## config.mk

```make
export PLATFORM = sky130hd
export DESIGN_NAME = instruction_fetch
export DESIGN_NICKNAME = d
export VERILOG_FILES = /design/src/rtl/instruction_fetch.sv
export SDC_FILE = /design/constraint.sdc
export NUM_CORES = 1
export LEC_CHECK = 0
export CAP_MARGIN = 20
export CORE_MARGIN = 1
export CORE_UTILIZATION = 35
export CTS_CLUSTER_DIAMETER = 80
export DETAILED_ROUTE_END_ITERATION = 16
export PLACE_DENSITY_LB_ADDON = 0.15
export RECOVER_POWER = 25
export SYNTH_ARGS = -nofsm -noshare
export SYNTH_HDL_FRONTEND = slang
export SYNTH_SLANG_ARGS = --single-unit
export TNS_END_PERCENT = 20
```

## constraint.sdc

```tcl
create_clock -name clk -period 3.3 [get_ports clk]
set_input_delay 0.495 -clock clk [delete_from_list [all_inputs] [get_ports clk]]
set_output_delay 0.495 -clock clk [all_outputs]
set_load 0.02 [all_outputs]
```

## src/rtl/instruction_fetch.sv

```systemverilog
// Fetch stage: samples pc, runs a req/ack read to imem and holds the word for decode.
// Latency: req one cycle after fetch_en, ins_valid one cycle after ack; ins held while ins_ready is low.
module instruction_fetch #(
  parameter int unsigned ADDR_W  = 32,
  parameter int unsigned DATA_W  = 32,
  parameter int unsigned TIMEOUT = 16
) (
  input  logic              clk,
  input  logic              reset,
  input  logic [ADDR_W-1:0] pc,
  input  logic              fetch_en,
  input  logic              flush,
  output logic [ADDR_W-1:0] imem_addr,
  output logic              imem_req,
  input  logic [DATA_W-1:0] imem_rdata,
  input  logic              imem_ack,
  output logic [DATA_W-1:0] ins,
  output logic [ADDR_W-1:0] ins_pc,
  output logic              ins_valid,
  input  logic              ins_ready,
  output logic [ADDR_W-1:0] next_pc,
  output logic              next_pc_valid,
  output logic              fault,
  output logic [1:0]        fault_code
);

  localparam int unsigned CNT_W = $clog2(TIMEOUT) + 1;

  typedef enum logic [1:0] {IDLE, FETCH, HOLD, FAULT} state_t;

  state_t           state;
  logic [CNT_W-1:0] wait_cnt;

  assign next_pc       = ins_pc + ADDR_W'(4);
  assign next_pc_valid = ins_valid & ins_ready & ~flush;

  always_ff @(posedge clk or posedge reset) begin
    if (reset) begin
      state      <= IDLE;
      imem_req   <= 1'b0;
      imem_addr  <= '0;
      ins        <= '0;
      ins_pc     <= '0;
      ins_valid  <= 1'b0;
      fault      <= 1'b0;
      fault_code <= 2'b00;
      wait_cnt   <= '0;
    end else if (flush) begin
      state      <= IDLE;
      imem_req   <= 1'b0;
      ins_valid  <= 1'b0;
      fault      <= 1'b0;
      fault_code <= 2'b00;
      wait_cnt   <= '0;
    end else begin
      case (state)
        // IDLE and an accepted HOLD share the issue path so back-to-back fetches need no extra cycle.
        IDLE, HOLD: begin
          if (state == IDLE || ins_ready) begin
            ins_valid <= 1'b0;
            state     <= IDLE;
            if (fetch_en) begin
              if (pc[1:0] != 2'b00) begin
                state      <= FAULT;
                fault      <= 1'b1;
                fault_code <= 2'b01;
              end else begin
                imem_addr <= pc;
                imem_req  <= 1'b1;
                wait_cnt  <= '0;
                state     <= FETCH;
              end
            end
          end
        end
        FETCH: begin
          if (imem_ack) begin
            ins       <= imem_rdata;
            ins_pc    <= imem_addr;
            ins_valid <= 1'b1;
            imem_req  <= 1'b0;
            state     <= HOLD;
          end else if (wait_cnt == CNT_W'(TIMEOUT - 1)) begin
            imem_req   <= 1'b0;
            fault      <= 1'b1;
            fault_code <= 2'b10;
            state      <= FAULT;
          end else begin
            wait_cnt <= wait_cnt + CNT_W'(1);
          end
        end
        default: begin
          // FAULT is sticky until flush or reset.
          imem_req  <= 1'b0;
          ins_valid <= 1'b0;
        end
      endcase
    end
  end

endmodule

```

; ---- Word-level counts from Yosys, hierarchy flattened
; Index checks and enable logic that the tools add are counted.
[word_totals]
regBits = 108
inputBits = 70
out_inout_bits = 134
wordCells = 78
[op_classes]
add_sub_neg = 2
n_eq_ne = 12
mux = 39
bitwise_logic = 4
n_reduce_logical = 12
[ops]
columns = op, n
row1 = $add 32x3->32 const B, 1
row2 = $mux 5, 6
row3 = $mux 2, 12
row4 = $ne 3x3->1 const B, 8
row5 = $mux 1, 15
row6 = $reduce_and 6->1, 2
row7 = $pmux 5 s2, 1
row8 = $pmux 2 s2, 2
row9 = $pmux 1 s2, 3
row10 = $reduce_and 3->1, 2
row11 = $add 5x1->5 const B, 1
row12 = $eq 5x4->1 const B, 1
row13 = $reduce_and 5->1, 1
row14 = $ne 4x4->1 const B, 1
row15 = $reduce_and 4->1, 1
row16 = $reduce_bool 3->1, 1
row17 = $and 1x1->1, 2
row18 = $eq 2x1->1 const B, 1
row19 = $eq 2x2->1 const B, 1
row20 = $logic_not 2->1, 1
row21 = $not 1->1, 2
row22 = $reduce_and 2->1, 1
row23 = $reduce_bool 2->1, 1
row24 = $reduce_or 2->1, 1
row25 = $logic_or 1x1->1, 1

; ---- Logic depth before layout (Yosys ltp)
; Gate-level depths: netlist of the first run.
[depth]
depth_word = 6
depth_mapped = 7
depth_no_buf = 7

; ---- Worst setup path after synthesis of the first run
; Ideal clock, no wire load.
[synth_path]
kind = reg2out
from = register ins_pc[3]
to = output port next_pc[30]
t_arrival_ns = 2.219
required_time_ns = 2.805
slack_ns = 0.586
path_stages_with_launch = 6
path_buffers = 0
path_cell_list = dfrtp_1 ha_1 and4_1 nor4b_1 nand4_1 xnor2_1
[synth_via]
elab_chain_len = 1
[synth_lines]
columns = item, line_no
row1 = from (decl), 18  ; output logic [ADDR_W-1:0] ins_pc,
row2 = from (signal assigned), 79  ; ins_pc <= imem_addr;
row3 = $add 32x3->32, 34  ; assign next_pc = ins_pc + ADDR_W'(4);
row4 = to (decl), 21  ; output logic [ADDR_W-1:0] next_pc,
; Every way passes these cells.

; ---- Final worst setup path of the first run
[layout_path]
from = register ins_pc[8]
to = output port next_pc[23]
; Same word-level chain as after synthesis.

==> results.md, run 1 <==
* Most common cell after layout, fill and taps aside: clkdlybuf4s50_1
* Core area at ~13000 µm²
* Top FF cell, synth: dfrtp_1
* CP bufs+invs at 1
* CTS Buf Count at 9
* Final setup TNS at 0 ps
* Area leader, netlist: dfrtp_1
* Post-synth EDFFs at 0
* Synth Register Bits at 108
* Root buffer cell: clkbuf_16
* Min cycle time layout at 3120 ps
* Hold Startpoint: wait_cnt[4]$_DFFE_PP0P_
* Vias in the first global route at approximately 3700
* Initial antenna violation count at 0
* FP Rows at 42
* Final Hold Viols at 0
* Setup CP Type: reg2out
* Sequential share of the synthesized area at between 50% and 60%
* All-layer global routing usage at 17.8%
* Worst R2R Start: wait_cnt[0]$_DFFE_PP0P_
* Critical Path Start: ins_pc[8]$_DFFE_PP0P_
* CP max FO at 6
* Effective utilization at floorplan at 35.8%
* Status: completed
* Total wire length at 11900 µm
* Post-Syn Instances at 358
* Die width at 118 µm
* GRT overflow at 0
* Die height at about 120 µm
* Total of max-cap violations at 0
* Post-DP HPWL at about 8500 µm
* Remaining antenna violation count at 0
* ANT cells at 0
* Synth top area cells: dfrtp_1 (57%), mux2_2 (22%), xnor2_1 (3.3%)
* Clk sinks at between 100 and 150
* Tightest Pin Transition at 1380 ps
* Routed via count at 3571
* Worst VDD drop at 0.000467 V
* Worst hold path class: reg2reg
* Placed Area at between 6000 and 7000 µm²
* Leak at 3.13 nW
* TritonCTS clock tree: done
* Slew headroom at 8.16%
* Async SR Flop Fraction at 100%
* Routed WL per cell at 15.9 µm
* Drt via density at 4.78
* Critical-path top delay cell: or4_4
* Largest net degree at the start of global routing at 56
* Fin util at a little under three fifths
* Period utilization at 94.5%
* Synth-to-Final Area Change at 54.6%
* Cell area after synthesis at 4720 µm²
* Largest stage delay, worst path at 660 ps
* First-pass GRT wire length at 19400 µm
* Io pins at 204
* Final instance area at 7300 µm²
* Kind of cell adding the most delay to the critical path: simple AND/OR/NAND/NOR gates
* Port Buffers at between 200 and 250
* Net count of the mapped netlist at 431
* Pre-antenna DRT Iters at 4
* Reg clk slew, reported paths at 70 ps
* Gpl congestion at 0.796
* Peak Freq at 321 MHz
* H-tree levels at 3
* Filler instances at roughly 1100
* Full die area at 14000 µm²
* Clock Skew at 5.41 ps
* Critical path data required time at 2800 ps
* WP data arrival at 2620 ps
* CP cell instances: nand4_1 > or4_4 > nor2_1 > xor2_1 > clkdlybuf4s50_1
* Final setup fails at 0
* Crit. End Element: primary output
* Startpoint types: flop
* Final Power at 5.87 mW
* Deepest clock path buffer count at 2
* PwrDens at 804 nW/µm²
* YS warnings at 0
* Number of nets in the layout at 639
* Commonest non-fill, non-tap cells in the layout: clkdlybuf4s50_1 (194), dfrtp_1 (106), mux2_2 (94), xnor2_1 (18), nand3_1 (14)
* Drt drc at 0
* Share of cells above drive strength 1 at 22.9%
* Post-synth top area share at 57.3%
* Final Max Slew Viols at 0
* Clk_lat worst skew at 350 ps
* Synth unique cells at 37
* DR iter-0 viols at 157
* Avg Synthesized Cell Area at 13.2 µm²
* RSZ-0062 raised after global routing: false
-- worst paths after layout --
check	depth (start not counted)	endpoint	slack, ps
max	5	next_pc[23]	180
min	2	wait_cnt[4]$_DFFE_PP0P_	500
max reg2reg	7	wait_cnt[3]$_DFFE_PP0P_	1110
min reg2reg	2	wait_cnt[4]$_DFFE_PP0P_	500
max in group asynchronous	3	ins_pc[11]$_DFFE_PP0P_	570
min in group asynchronous	2	ins[28]$_DFFE_PP0P_	790
-- per-layer routing --
layer / vias up / track usage (%) / wire length, µm
li1: 1679 / - / -
met1: 1748 / 21.1 / 5030
met2: 132 / 29.6 / 5830
met3: 12 / 6.40 / 836
met4: 0 / 6.17 / 181
met5: - / 0 / 0
-- stage by stage --
stage	cells	worst slack, ps	hold WS (ps)
finish	747	182	500
global route	747	26.6	534
CTS	747	15.6	506
detailed placement	731	254	490
global placement	731	308	481
floorplan	358	586	469
-- repair_timing --
item | 4_1_cts | 5_1_grt
setup endpoints to repair | 4 | 9
hold endpoints to repair | 0 | 0
setup buffers | 0 | 0
gates resized for setup | 3 | 10
hold buffers | 0 | 0
-- area by class of cell --
cell class / count / area (µm²) / area share [%]
repair buffers: 212 / 2110 / 28.9
flip-flops and latches: 108 / 2710 / 37.1
clock inverters: 7 / 48.8 / 0.669
clock buffers: 9 / 225 / 3.09
multi-input cells: 224 / 1940 / 26.6
inverters: 11 / 42.5 / 0.583
well taps: 176 / 220 / 3.02
-- report_power, final --
group,total (mW),switching [mW],leakage (nW),internal (mW)
clock network,1.00,0.489,0.136,0.516
logic,2.72,1.27,1.65,1.45
registers,2.14,0.406,1.34,1.74
-- logic make-up (layout without fill, tap and decap cells) --
kind of cell | after synthesis | after routing | share of synthesized area [%]
xor+xnor | 28 | 28 | 5.20
buf+inv | 26 | 239 | 2.52
fa+ha+maj | 3 | 3 | 0.795
compound gates | 22 | 22 | 2.84
simple gates | 77 | 77 | 8.96
flops | 108 | 108 | 57.3
mux | 94 | 94 | 22.4
-- flip-flops by register name, summed over array words and instances, names as in the netlist --
name and cells:
fault_code 2, wait_cnt 5, imem_addr 32, ins_pc 32
ins 32, imem_req 1, ins_valid 1, state 2
fault 1
-- worst register-to-register path: stages (launching register included) --
cell and delay [ps]:
dfrtp_1 400, ha_1 230, and3_1 180, ha_1 200, nor3_1 270, a21oi_1 240
and2_1 260, a211o_1 300
-- synth_stat cells, types with 3 or more instances --
cell type	n
inv_1	11
and3_1	5
o21ai_0	6
nand4_1	9
mux2_2	94
buf_2	11
nor2b_1	4
ha_1	3
dfrtp_1	108
xor2_1	10
nand3_1	14
nand2_1	12
a21oi_1	7
xnor2_1	18
nor3_1	7
nor2_1	11
Note: power is estimated with default switching activity, not from simulation.
==> run 2: changes to the inputs <==
==> constraint.sdc (replaced) <==
create_clock -name clk -period 3.3 [get_ports clk]
set_input_delay 0.33 -clock clk [delete_from_list [all_inputs] [get_ports clk]]
set_output_delay 0.33 -clock clk [all_outputs]
set_load 0.02 [all_outputs]
==> run 2 against run 1 <==
Effect of this change:
- routed wire length is 0.89% lower
- sequential power hardly changed
- register-to-register slack worse by 30 ps
- die area stayed put
- the flow now finishes with violations (max-capacitance violations, max-slew violations)
- combinational power hardly changed
- sequential share of layout area hardly changed
- highest routed layer unchanged
- non-clock buffer count is 3 lower
- clock skew is 0.98 ps higher
- worst hold slack better by 4.6 ps
==> results.md, run 2 (synthesis gave the netlist of run 1 again) <==
* Status: finished with violations
* Failing checks: max-capacitance violations, max-slew violations
* Die width at 118 µm (unchanged)
* Peak Freq at 317 MHz (-1.3%)
* Initial antenna violation count at 0 (unchanged)
* Commonest non-fill, non-tap cells in the layout: clkdlybuf4s50_1 (201), dfrtp_1 (107), mux2_2 (94), xnor2_1 (18), nand3_1 (14)
* H-tree levels at 3 (unchanged)
* Clock Skew at 6.39 ps (+0.984 ps)
* Final Hold Viols at 0 (unchanged)
* WP data arrival at 2830 ps (+210 ps)
* Synth-to-Final Area Change at 54.7% (about the same)
* Reg clk slew, reported paths at 70 ps (about the same)
* Post-CTS setup buffers at 0 (unchanged)
* Largest registers: imem_addr (32), ins (32), ins_pc (32)
* Effective utilization at floorplan at 35.8% (unchanged)
* Startpoint types: flop
* Post-DP HPWL at 8610 µm (+0.79%)
* GRT overflow at 0 (unchanged)
* Worst VDD drop at 0.000414 V (-11%)
* Drt via density at 4.82 (+0.77%)
* Die height at 118 µm (unchanged)
* Tightest Pin Transition at 2060 ps (+682 ps)
* Pre-antenna DRT Iters at 6 (+2)
* First-pass GRT wire length at 19000 µm (-1.8%)
* CTS Buf Count at 9 (unchanged)
* Root buffer cell: clkbuf_16
* All-layer global routing usage at 17.5% (-0.23 points)
* TritonCTS clock tree: done
* Leak at 3.04 nW (-3.0%)
* Post-CTS resize count at 1 (-2)
* Routed via count at 3584 (+0.36%)
* Min cycle time layout at 3160 ps (+40.9 ps)
* Worst hold path class: reg2reg
* RSZ-0062 raised after global routing: true
* FP Rows at 42 (unchanged)
* Vias in the first global route at 3702 (-1.0%)
* Setup CP Type: reg2out
* Most common cell after layout, fill and taps aside: clkdlybuf4s50_1
* Routed WL per cell at 15.8 µm (-0.49%)
* Clk sinks at 108 (unchanged)
* Core area at 13200 µm² (unchanged)
* Final setup TNS at 0 ps (unchanged)
* ANT cells at 0 (unchanged)
* DR iter-0 viols at 94 (-40%)
* Gpl congestion at 0.774 (-2.7%)
* Drt drc at 0 (unchanged)
* Crit. End Element: primary output
* CP max FO at 7 (+1)
* Total of max-cap violations at 1 (+1)
* Largest net degree at the start of global routing at 57 (+1.8%)
* Final setup fails at 0 (unchanged)
* Share of cells above drive strength 1 at 21.8% (-1.1 points)
* Clk_lat worst skew at 350 ps (about the same)
* Fin util at 55.4% (about the same)
* PwrDens at 818 nW/µm² (+1.6%)
* Io pins at 204 (unchanged)
* Port Buffers at 203 (unchanged)
* Critical path data required time at 2970 ps (+170 ps)
* Hold buffers post-CTS at 0 (unchanged)
* Total wire length at 11800 µm (-0.89%)
* Remaining antenna violation count at 0 (unchanged)
* Deepest clock path buffer count at 2 (unchanged)
* Slew headroom at -37.5% (-46 points)
* Period utilization at 95.7% (+1.2 points)
* Number of nets in the layout at 636 (-0.47%)
* Final Max Slew Viols at 53 (+53)
* Full die area at 14000 µm² (unchanged)
## run 2: changes by cell type in the layout (fill, tap and decap cells not counted), sizes merged
cell / before / now
buf: 7 / 6
dlymetal6s2s: 7 / 0
bufinv: 0 / 1
clkinvlp: 2 / 1
inv: 13 / 11
clkdlybuf4s50: 194 / 201
## run 2: path summary, 6_finish.rpt
kind | endpoint | slack, ps | startpoint | depth (start not counted)
setup / recovery | next_pc[31] | 140 | ins_pc[7]$_DFFE_PP0P_ | 5
hold / removal | ins[3]$_DFFE_PP0P_ | 500 | ins[3]$_DFFE_PP0P_ | 1
setup reg to reg | imem_addr[4]$_DFFE_PP0P_ | 1080 | state[1]$_DFFE_PP0P_ | 5
hold reg to reg | ins[3]$_DFFE_PP0P_ | 500 | ins[3]$_DFFE_PP0P_ | 1
max in group asynchronous | ins_pc[10]$_DFFE_PP0P_ | 850 | reset | 2
min in group asynchronous | ins[22]$_DFFE_PP0P_ | 1110 | reset | 2
## run 2: through the flow
stage               worst slack (ps)  hold WS [ps]  instances  cell area (µm²)  power [mW]
finish                           141           505        744             7300        5.97
global route                   -3.97           528        744             7300        6.26
CTS                              114           458        744             7300        6.05
detailed placement               389           494        728             6990        4.90
global placement                 455           482        728             6990        4.86
floorplan                        124           469        358             4720        3.42
## run 2: final cells by class
type / instances / area (µm²)
Multi-Input combinational cell: 224 / 1920
Inverter: 11 / 41.3
Tap cell: 176 / 220
Fill cell: 1143 / 5890
Clock buffer: 11 / 253
Timing Repair Buffer: 209 / 2100
Clock inverter: 5 / 60.1
Sequential cell: 108 / 2700
## run 2: routing by layer
metal / wire, µm / track usage [%] / vias to the layer above
met2: 5600 / 28.5 / 130
met4: 177 / 6.97 / 0
li1: - / - / 1678
met1: 5250 / 21.9 / 1764
met5: 0 / 0 / -
met3: 744 / 5.04 / 12
## run 2: critical path, stage by stage (launching register included)
cell	delay (ps)
dfrtp_1	460
nand4_1	230
or4_4	630
nor4_1	370
xor2_1	180
clkdlybuf4s50_1	620
## run 2: report_power, final
group | switching [mW] | leakage, nW | internal [mW]
clock | 0.483 | 0.152 | 0.631
combinational | 1.25 | 1.54 | 1.45
sequential | 0.426 | 1.35 | 1.74
==> run 3: changes to the inputs <==
- CORE_UTILIZATION: 35 -> 38
==> run 3 against run 2 <==
Effect of this change:
- the flow still finishes with violations (max-capacitance violations, max-slew violations)
- core utilization increased by 5.0 points
- register-to-register slack got worse by 30 ps
- fmax increased by 0.67%
- final cell count decreased by 0.67%
- sequential share of layout area increased by 0.085 points
- global-route usage increased by 2.3 points
- cell area decreased by 0.27%
- largest power group unchanged
==> results.md, run 3 (synthesis gave the netlist of run 1 again) <==
* Most common cell after layout, fill and taps aside: clkdlybuf4s50_1
* Slew headroom at -43.2% (-5.7 points)
* Pre-CTS WS at 425 ps (+35.6 ps)
* Total of max-cap violations at 1 (unchanged)
* Non-filler cells, final at 739 (-0.67%)
* Total wire length at 12000 µm (+2.0%)
* Deepest clock path buffer count at 2 (unchanged)
* Post-CTS setup buffers at 0 (unchanged)
* Initial antenna violation count at 0 (unchanged)
* FP Rows at 40 (-4.8%)
* Routed via count at 3604 (+0.56%)
* DR iter-0 viols at 166 (+77%)
* Min cycle time layout at 3140 ps (-21.0 ps)
* CTS Buf Count at 9 (unchanged)
* Crit. End Element: primary output
* Filler instances at 1017 (-11%)
* WP data arrival at 2810 ps (-20 ps)
* All-layer global routing usage at 19.8% (+2.3 points)
* Final Max Slew Viols at 49 (-7.5%)
* Die width at 113 µm (-4.0%)
* Peak Freq at 319 MHz (+0.67%)
* Io pins at 204 (unchanged)
* Largest net degree at the start of global routing at 49 (-14%)
* Placed cells at 723 (-0.69%)
* Clk sinks at 108 (unchanged)
* ANT cells at 0 (unchanged)
* Drt via density at 4.88 (+1.2%)
* Die height at 113 µm (-4.0%)
* Drt drc at 0 (unchanged)
* Reg clk slew, reported paths at 70 ps (about the same)
* Effective utilization at floorplan at 39.1% (+3.3 points)
* Final setup fails at 0 (unchanged)
* Status: finished with violations
* Setup CP Type: reg2out
* Routed WL per cell at 16.3 µm (+2.7%)
* Full die area at 12900 µm² (-7.8%)
* GRT overflow at 0 (unchanged)
* First-pass GRT wire length at 19600 µm (+3.2%)
* RSZ-0062 raised after global routing: false
* Number of nets in the layout at 639 (+0.47%)
* Setup ws final at 162 ps (+21.0 ps)
* Vias in the first global route at 3790 (+2.4%)
* Failing checks: max-capacitance violations, max-slew violations
* TritonCTS clock tree: done
* PwrDens at 817 nW/µm² (about the same)
* Port Buffers at 203 (unchanged)
* Final setup TNS at 0 ps (unchanged)
* Largest registers: imem_addr (32), ins (32), ins_pc (32)
* Critical path data required time at 2970 ps (about the same)
* Pre-antenna DRT Iters at 4 (-2)
* Core area at 12100 µm² (-8.6%)
* Period utilization at 95.1% (-0.64 points)
* Leak at 3.02 nW (-0.64%)
* Clk_lat worst skew at 350 ps (about the same)
* Worst VDD drop at 0.000404 V (-2.3%)
* CP max FO at 7 (unchanged)
* Worst hold path class: reg2reg
* Hold buffers post-CTS at 0 (unchanged)
* Remaining antenna violation count at 0 (unchanged)
* Synth-to-Final Area Change at 54.3%
* Tightest Pin Transition at 2140 ps (+76.5 ps)
* H-tree levels at 3 (unchanged)
* Startpoint types: flop
* Root buffer cell: clkbuf_16
* Share of cells above drive strength 1 at 21.9% (+0.060 points)
* Post-DP HPWL at 8970 µm (+4.2%)
* Final Hold Viols at 0 (unchanged)
* Commonest non-fill, non-tap cells in the layout: clkdlybuf4s50_1 (201), dfrtp_1 (108), mux2_2 (94), xnor2_1 (18), nand3_1 (14)
* Gpl congestion at 0.808 (+4.4%)
* Clock Skew at 5.17 ps (-1.22 ps)
run 3: cell count changes in the layout (fill, tap and decap cells not counted), sizes merged:
cell	change
clkinvlp	+4
clkbuf	+1
clkinv	-1
inv	-1
run 3: final timing paths:
kind	start	depth (start not counted)	endpoint	slack, ps
min reg2reg	wait_cnt[4]$_DFFE_PP0P_	2	wait_cnt[4]$_DFFE_PP0P_	510
max	ins_pc[7]$_DFFE_PP0P_	5	next_pc[31]	160
min	wait_cnt[4]$_DFFE_PP0P_	2	wait_cnt[4]$_DFFE_PP0P_	510
max reg2reg	wait_cnt[0]$_DFFE_PP0P_	7	wait_cnt[3]$_DFFE_PP0P_	1050
max in group asynchronous	reset	3	ins_pc[10]$_DFFE_PP0P_	750
min in group asynchronous	reset	2	ins[26]$_DFFE_PP0P_	990
run 3: worst max-delay path, cell delays in order (launching register included):
cell and delay (ps):
dfrtp_1 450, nand4_1 210, or4_4 620, nor4_1 360
xor2_1 190, clkdlybuf4s50_1 630
run 3: cell type report:
type                            instances  area [µm²]  share of cell area (%)
Clock inverter                          7        77.6                    1.07
Inverter                               11        42.5                   0.584
Tap cell                              168         210                    2.89
Multi-Input combinational cell        224        1920                    26.4
Clock buffer                            9         225                    3.09
Sequential cell                       108        2700                    37.1
Timing Repair Buffer                  212        2100                    28.9
run 3: what timing repair did:
action | 4_1_cts | 5_1_grt
hold endpoints to repair | 0 | 0
gates resized for setup | 0 | 2
setup endpoints to repair | 0 | 3
run 3: per-stage QoR:
| step | utilization (%) | hold WS (ps) | area, µm² | total power, mW |
|---|---|---|---|---|
| after detailed placement | 57.9 | 487 | 6980 | 4.91 |
| after floorplan | - | 469 | 4720 | 3.42 |
| after global placement | 57.9 | 482 | 6980 | 4.87 |
| after CTS | 60.4 | 434 | 7280 | 6.02 |
| after global routing | 60.4 | 529 | 7280 | 6.25 |
| final | 60.4 | 506 | 7280 | 5.95 |
run 3: layer usage:
metal	wire (µm)	track usage [%]	vias up
met4	244	7.98	0
met3	897	5.31	15
li1	-	-	1686
met2	5890	32.9	136
met1	4990	24.6	1767
met5	0	0	-
run 3: power breakdown:
| group | total, mW | internal (mW) | switching (mW) |
|---|---|---|---|
| Clock | 1.08 | 0.591 | 0.494 |
| Combinational | 2.71 | 1.44 | 1.26 |
| Sequential | 2.16 | 1.73 | 0.427 |
| Total | 5.95 | 3.77 | 2.18 |
